--- src/rtl/uart_cmd_rx.sv ---
`default_nettype none
// +----------------------------------------------------------------------------+
// | uart_cmd_rx : 8N1 UART receiver that filters bytes against the sensor      |
// |               command set ('T', 'D') and holds one command for a handshake |
// | Revision    : 1.0                                                          |
// +----------------------------------------------------------------------------+
module uart_cmd_rx #(
   parameter int unsigned CLK_FREQ_HZ = 100_000_000,
   parameter int unsigned BAUD        = 9600,
   parameter int unsigned OVERSAMPLE  = 16,
   parameter int unsigned DIV         = CLK_FREQ_HZ / (BAUD * OVERSAMPLE)
) (
   input  logic       clk,
   input  logic       rst,
   input  logic       rxd,
   input  logic       ready_to_act,
   output logic [7:0] cmd_byte,
   output logic       valid_command,
   output logic       frame_error,
   output logic       cmd_rejected,
   output logic       overrun
);

   localparam int unsigned    PW         = (DIV > 1) ? $clog2(DIV) : 1;
   localparam logic [PW-1:0]  PRESC_LAST = PW'(DIV - 1);
   localparam logic [3:0]     MID_CNT    = 4'(OVERSAMPLE / 2 - 1);
   localparam logic [7:0]     CMD_T      = 8'h54;
   localparam logic [7:0]     CMD_D      = 8'h44;
   localparam logic [7:0]     CHAR_CR    = 8'h0D;
   localparam logic [7:0]     CHAR_LF    = 8'h0A;

   typedef enum logic [2:0] {
      S_IDLE  = 3'd0,
      S_START = 3'd1,
      S_DATA  = 3'd2,
      S_STOP  = 3'd3,
      S_BREAK = 3'd4
   } state_e;

   state_e          state_q, state_d;
   logic [1:0]      sync_q;
   logic [PW-1:0]   presc_q, presc_d;
   logic [3:0]      os_q, os_d;
   logic [2:0]      bit_q, bit_d;
   logic [7:0]      shift_q, shift_d;
   logic [7:0]      cmd_q, cmd_d;
   logic            valid_q, valid_d;
   logic            fe_q, fe_d;
   logic            rej_q, rej_d;
   logic            ovr_q, ovr_d;
   logic            rxd_s;
   logic            tick;
   logic            mid;
   logic            is_cmd;
   logic            is_eol;

   assign rxd_s  = sync_q[1];
   assign tick   = (state_q != S_IDLE) && (presc_q == PRESC_LAST);
   assign mid    = tick && (os_q == MID_CNT);
   assign is_cmd = (shift_q == CMD_T) || (shift_q == CMD_D);
   assign is_eol = (shift_q == CHAR_CR) || (shift_q == CHAR_LF);

   always_comb begin
      state_d = state_q;
      presc_d = (state_q == S_IDLE || tick) ? '0 : presc_q + PW'(1);
      os_d    = tick ? os_q + 4'd1 : os_q;
      bit_d   = bit_q;
      shift_d = shift_q;
      cmd_d   = cmd_q;
      valid_d = valid_q && !ready_to_act;
      fe_d    = 1'b0;
      rej_d   = 1'b0;
      ovr_d   = 1'b0;

      // The sample phase runs on across START/DATA/STOP so samples stay 16 ticks apart.
      case (state_q)
         S_IDLE: begin
            os_d = 4'd0;
            if (!rxd_s) state_d = S_START;
         end
         S_START: begin
            if (mid) begin
               if (!rxd_s) begin
                  state_d = S_DATA;
                  bit_d   = 3'd0;
               end else begin
                  state_d = S_IDLE;
                  os_d    = 4'd0;
               end
            end
         end
         S_DATA: begin
            if (mid) begin
               shift_d = {rxd_s, shift_q[7:1]};
               bit_d   = bit_q + 3'd1;
               if (bit_q == 3'd7) state_d = S_STOP;
            end
         end
         S_STOP: begin
            if (mid) begin
               os_d = 4'd0;
               if (rxd_s) begin
                  state_d = S_IDLE;
                  if (is_cmd) begin
                     // A transfer on this same edge frees the slot for the new byte.
                     if (valid_q && !ready_to_act) begin
                        ovr_d = 1'b1;
                     end else begin
                        cmd_d   = shift_q;
                        valid_d = 1'b1;
                     end
                  end else if (!is_eol) begin
                     rej_d = 1'b1;
                  end
               end else begin
                  state_d = S_BREAK;
                  fe_d    = 1'b1;
               end
            end
         end
         S_BREAK: begin
            os_d = 4'd0;
            if (rxd_s) state_d = S_IDLE;
         end
         default: begin
            state_d = S_IDLE;
            os_d    = 4'd0;
         end
      endcase
   end

   always_ff @(posedge clk or negedge rst) begin
      if (!rst) begin
         state_q <= S_IDLE;
         sync_q  <= 2'b11;
         presc_q <= '0;
         os_q    <= 4'd0;
         bit_q   <= 3'd0;
         shift_q <= 8'h00;
         cmd_q   <= 8'h00;
         valid_q <= 1'b0;
         fe_q    <= 1'b0;
         rej_q   <= 1'b0;
         ovr_q   <= 1'b0;
      end else begin
         state_q <= state_d;
         sync_q  <= {sync_q[0], rxd};
         presc_q <= presc_d;
         os_q    <= os_d;
         bit_q   <= bit_d;
         shift_q <= shift_d;
         cmd_q   <= cmd_d;
         valid_q <= valid_d;
         fe_q    <= fe_d;
         rej_q   <= rej_d;
         ovr_q   <= ovr_d;
      end
   end

   assign cmd_byte      = cmd_q;
   assign valid_command = valid_q;
   assign frame_error   = fe_q;
   assign cmd_rejected  = rej_q;
   assign overrun       = ovr_q;

endmodule
`default_nettype wire
--- config.mk ---
export PLATFORM = sky130hd
export DESIGN_NAME = uart_cmd_rx
export DESIGN_NICKNAME = d
export VERILOG_FILES = /design/src/rtl/uart_cmd_rx.sv
export SDC_FILE = /design/constraint.sdc
export NUM_CORES = 1
export LEC_CHECK = 0
export CORE_MARGIN = 3
export CORE_UTILIZATION = 32
export CTS_CLUSTER_DIAMETER = 50
export DETAILED_ROUTE_END_ITERATION = 8
export PLACE_DENSITY_LB_ADDON = 0.2
export SYNTH_ARGS = -nofsm -noshare
export SYNTH_HDL_FRONTEND = slang
export SYNTH_SLANG_ARGS = --single-unit
--- constraint.sdc ---
create_clock -name clk -period 3.5 [get_ports clk]
set_input_delay 0.7 -clock clk [delete_from_list [all_inputs] [get_ports clk]]
set_output_delay 0.7 -clock clk [all_outputs]
set_load 0.02 [all_outputs]
==> metrics.md <==
| Metric | Value |
|---|---|
| Status | `completed` |
| Post-synth net total | `171` |
| Crit path launch type | `register` |
| Leakage Power | `1.01 nW` |
| FP Rows | `27` |
| Nets | `189` |
| Clock buffer depth | `2` |
| Vias per cell | `4.88` |
| Final Instance Count excl. Fillers | `253` |
| Fin crit share | `65.8%` |
| Initial antenna violation count | `0` |
| Actual slew at the worst max-slew pin | `916 ps` |
| Endpoint type of the worst setup path | `register` |
| Post-route cell area | `2240 µm²` |
| Die span in y | `83.5 µm` |
| Port Buf Inserts | `15` |
| Layout cells sized above 1 | `16.0%` |
| Post-synthesis instance area | `1920 µm²` |
| Worst rel slew slack | `38.9%` |
| FF+latch count, synth | `42` |
| Worst R2R Start | `presc_q[0]` |
| Post-CTS setup buffers | `0` |
| Fmax | `0.434 GHz` |
| Crit path max fanout | `11` |
| DR DRC count | `0` |
| Syn_area_per_cell | `11.9 µm²` |
| Cts bufs inserted | `5` |
| Max Slew Vio Count | `0` |
| Clock latency on the worst-skew pair | `290 ps` |
| Max-Cap Viols | `0` |
| FF-to-FF path depth | `6` |
| WHS Path Cells | `0` |
| Clock Skew | `10.5 ps` |
| PwrDens | `392 nW/µm²` |
| Number of DRC markers in iteration 0 | `82` |
| TritonCTS clock tree | `yes` |
| CP arrival | `2490 ps` |
| Final min period | `2300 ps` |
| Maximum VDD drop | `0.202 mV` |
| Endpoints failing setup | `0` |
| Root buffer cell | `clkbuf_8` |
| Hold Buf Count CTS | `0` |
| Placed cell count | `245` |
| Vias in the first global route | `1,182` |
| RR Endpoint | `shift_q[7]` |
| WS Path Type | `register to register` |
| Reg2reg setup slack | `1200 ps` |
| Clock sinks | `42` |
| Setup TNS | `0 ps` |
| Total Routed Length | `3420 µm` |
| Worst path required time | `3690 ps` |
| Pin count of the biggest net entering global routing | `43` |
| First-pass GRT wire length | `6000 µm` |
| HP Start | `sync_q[0]` |
| Clock transition at path regs | `80 ps` |
| Hold endpoint | `sync_q[1]` |
| First-pass detailed-route iteration total | `4` |
| Gpl congestion | `0.759` |
| Total power | `0.878 mW` |
| Sequential Area | `1050 µm²` |
| Filler cell count | `555` |
| Main synth FF type | `dfrtp_1` |
| Core box area | `5640 µm²` |
| Area Growth Syn to Fin | `16.7%` |
| Post-synthesis sequential area ratio | `54.8%` |
| Unrepaired setup endpoints after global routing | `false` |
| Count of flip-flops with a built-in enable after synthesis | `0` |
| Die Span X | `83.5 µm` |
| Hold Vio Cnt, Final | `0` |
| IO Pins | `16` |
| Yosys cell types | `40` |
| H-tree depth | `2` |
| Dpl hpwl | `2420 µm` |
| Synth Instances | `162` |
| # diodes | `0` |
| DR vias | `1,235` |
| Routed Antenna Nets | `0` |
| Gr ovfl total | `0` |
| GRT Total Usage | `10.5%` |
| Hold Path Class | `register to register` |
| CTS resizes | `0` |
| Multi-input gate area | `837 µm²` |
| Avg WL per Cell | `13.5 µm` |
| Initial core utilization | `34.1%` |
| Async SR Flop Fraction | `100%` |
| Synthesis warning total | `0` |
| Total die area | `6970 µm²` |
| Post-DP Area | `2130 µm²` |
==> logic make-up after synthesis <==
family / Yosys count / synth area share (%)
fa+ha+maj: 5 / 3.26
xor+xnor: 7 / 3.19
compound gates: 17 / 5.60
mux: 13 / 8.79
buf+inv: 6 / 1.63
flops: 42 / 54.8
simple gates: 72 / 22.7
==> metal layers <==
metal / vias to the layer above / GRT usage, % / wire length, µm
met4: 0 / 2.63 / 19
met1: 603 / 15.9 / 1790
met2: 18 / 14.7 / 1500
li1: 610 / - / -
met5: - / 0 / 0
met3: 4 / 3.06 / 111
==> layout make-up <==
class / count / share of cell area (%)
Tap cell: 72 / 4.02
Inverter: 2 / 0.335
Clock inverter: 3 / 1.79
Clock buffer: 5 / 3.07
Timing Repair Buffer: 15 / 6.47
Multi-Input combinational cell: 114 / 37.3
Sequential cell: 42 / 47.0
==> sequential cells by signal, indices dropped and copies added (netlist names) <==
name,flops
state_q,3
frame_error,1
cmd_rejected,1
os_q,4
cmd_byte,8
shift_q,8
valid_command,1
sync_q,2
bit_q,3
presc_q,10
overrun,1
==> cell usage in the layout, fill, tap and decap left out, types with 2 or more instances in the layout <==
master / n
a21oi_1: 5
a22o_1: 2
and2_1: 6
clkbuf_8: 5
clkdlybuf4s50_1: 14
clkinv_2: 2
dfrtp_1: 40
dfstp_2: 2
ha_1: 5
inv_1: 2
mux2_2: 3
mux2_4: 7
mux2i_1: 3
nand2_1: 11
nand2b_1: 2
nand3_1: 7
nand4_1: 3
nor2_1: 17
nor3_1: 4
nor4_1: 2
nor4b_4: 2
o21ai_0: 7
or2b_1: 2
or3_1: 5
xnor2_1: 4
xor2_1: 3
==> worst max-delay path, stage by stage, from the launching register on <==
cell	delay (ps)
dfrtp_1	440
inv_1	80
ha_1	140
and2_1	230
nand4_2	140
nor4b_4	750
mux2_2	410
==> how the worst max path moves through the flow <==
stage	depth (start not counted)	startpoint	slack [ps]	end
2_1_floorplan	5	presc_q[5]	1680	shift_q[0]
3_3_place_gp	4	presc_q[5]	1250	shift_q[7]
3_5_place_dp	4	presc_q[5]	1210	shift_q[7]
4_1_cts	4	presc_q[5]	1190	shift_q[7]
5_1_grt	6	presc_q[0]	1090	shift_q[7]
6_report	6	presc_q[0]	1200	shift_q[7]
==> synthesized netlist by cell type (2+ instances only) <==
cell type | count | area, µm²
nand2_1 | 11 | 41.3
xor2_1 | 3 | 26.3
nand3_1 | 7 | 35.0
o21ai_0 | 7 | 35.0
and2_1 | 6 | 37.5
clkbuf_1 | 2 | 7.51
a22o_1 | 2 | 17.5
nor3_1 | 4 | 20.0
nor2_1 | 17 | 63.8
inv_1 | 2 | 7.51
mux2i_1 | 3 | 30.0
ha_1 | 5 | 62.6
or2b_1 | 2 | 15.0
xnor2_1 | 4 | 35.0
nor4b_4 | 2 | 47.6
or3_1 | 5 | 31.3
dfstp_2 | 2 | 52.6
mux2_2 | 3 | 33.8
nor4_1 | 2 | 12.5
dfrtp_1 | 40 | 1000
nand2b_1 | 2 | 12.5
mux2_4 | 7 | 105
nand4_1 | 3 | 18.8
a21oi_1 | 5 | 25.0
==> through the flow <==
step	hold WS [ps]	setup WS, ps	utilization [%]
floorplan	345	1680	-
global placement	350	1250	37.8
detailed placement	347	1210	37.8
CTS	359	1190	39.7
global route	363	1090	39.7
finish	358	1200	39.7
==> report_power, final <==
part           internal (mW)  switching [mW]
registers              0.487         0.00165
clock network          0.210           0.166
logic                0.00309          0.0101
No activity file was read; power rests on OpenSTA's default activity.
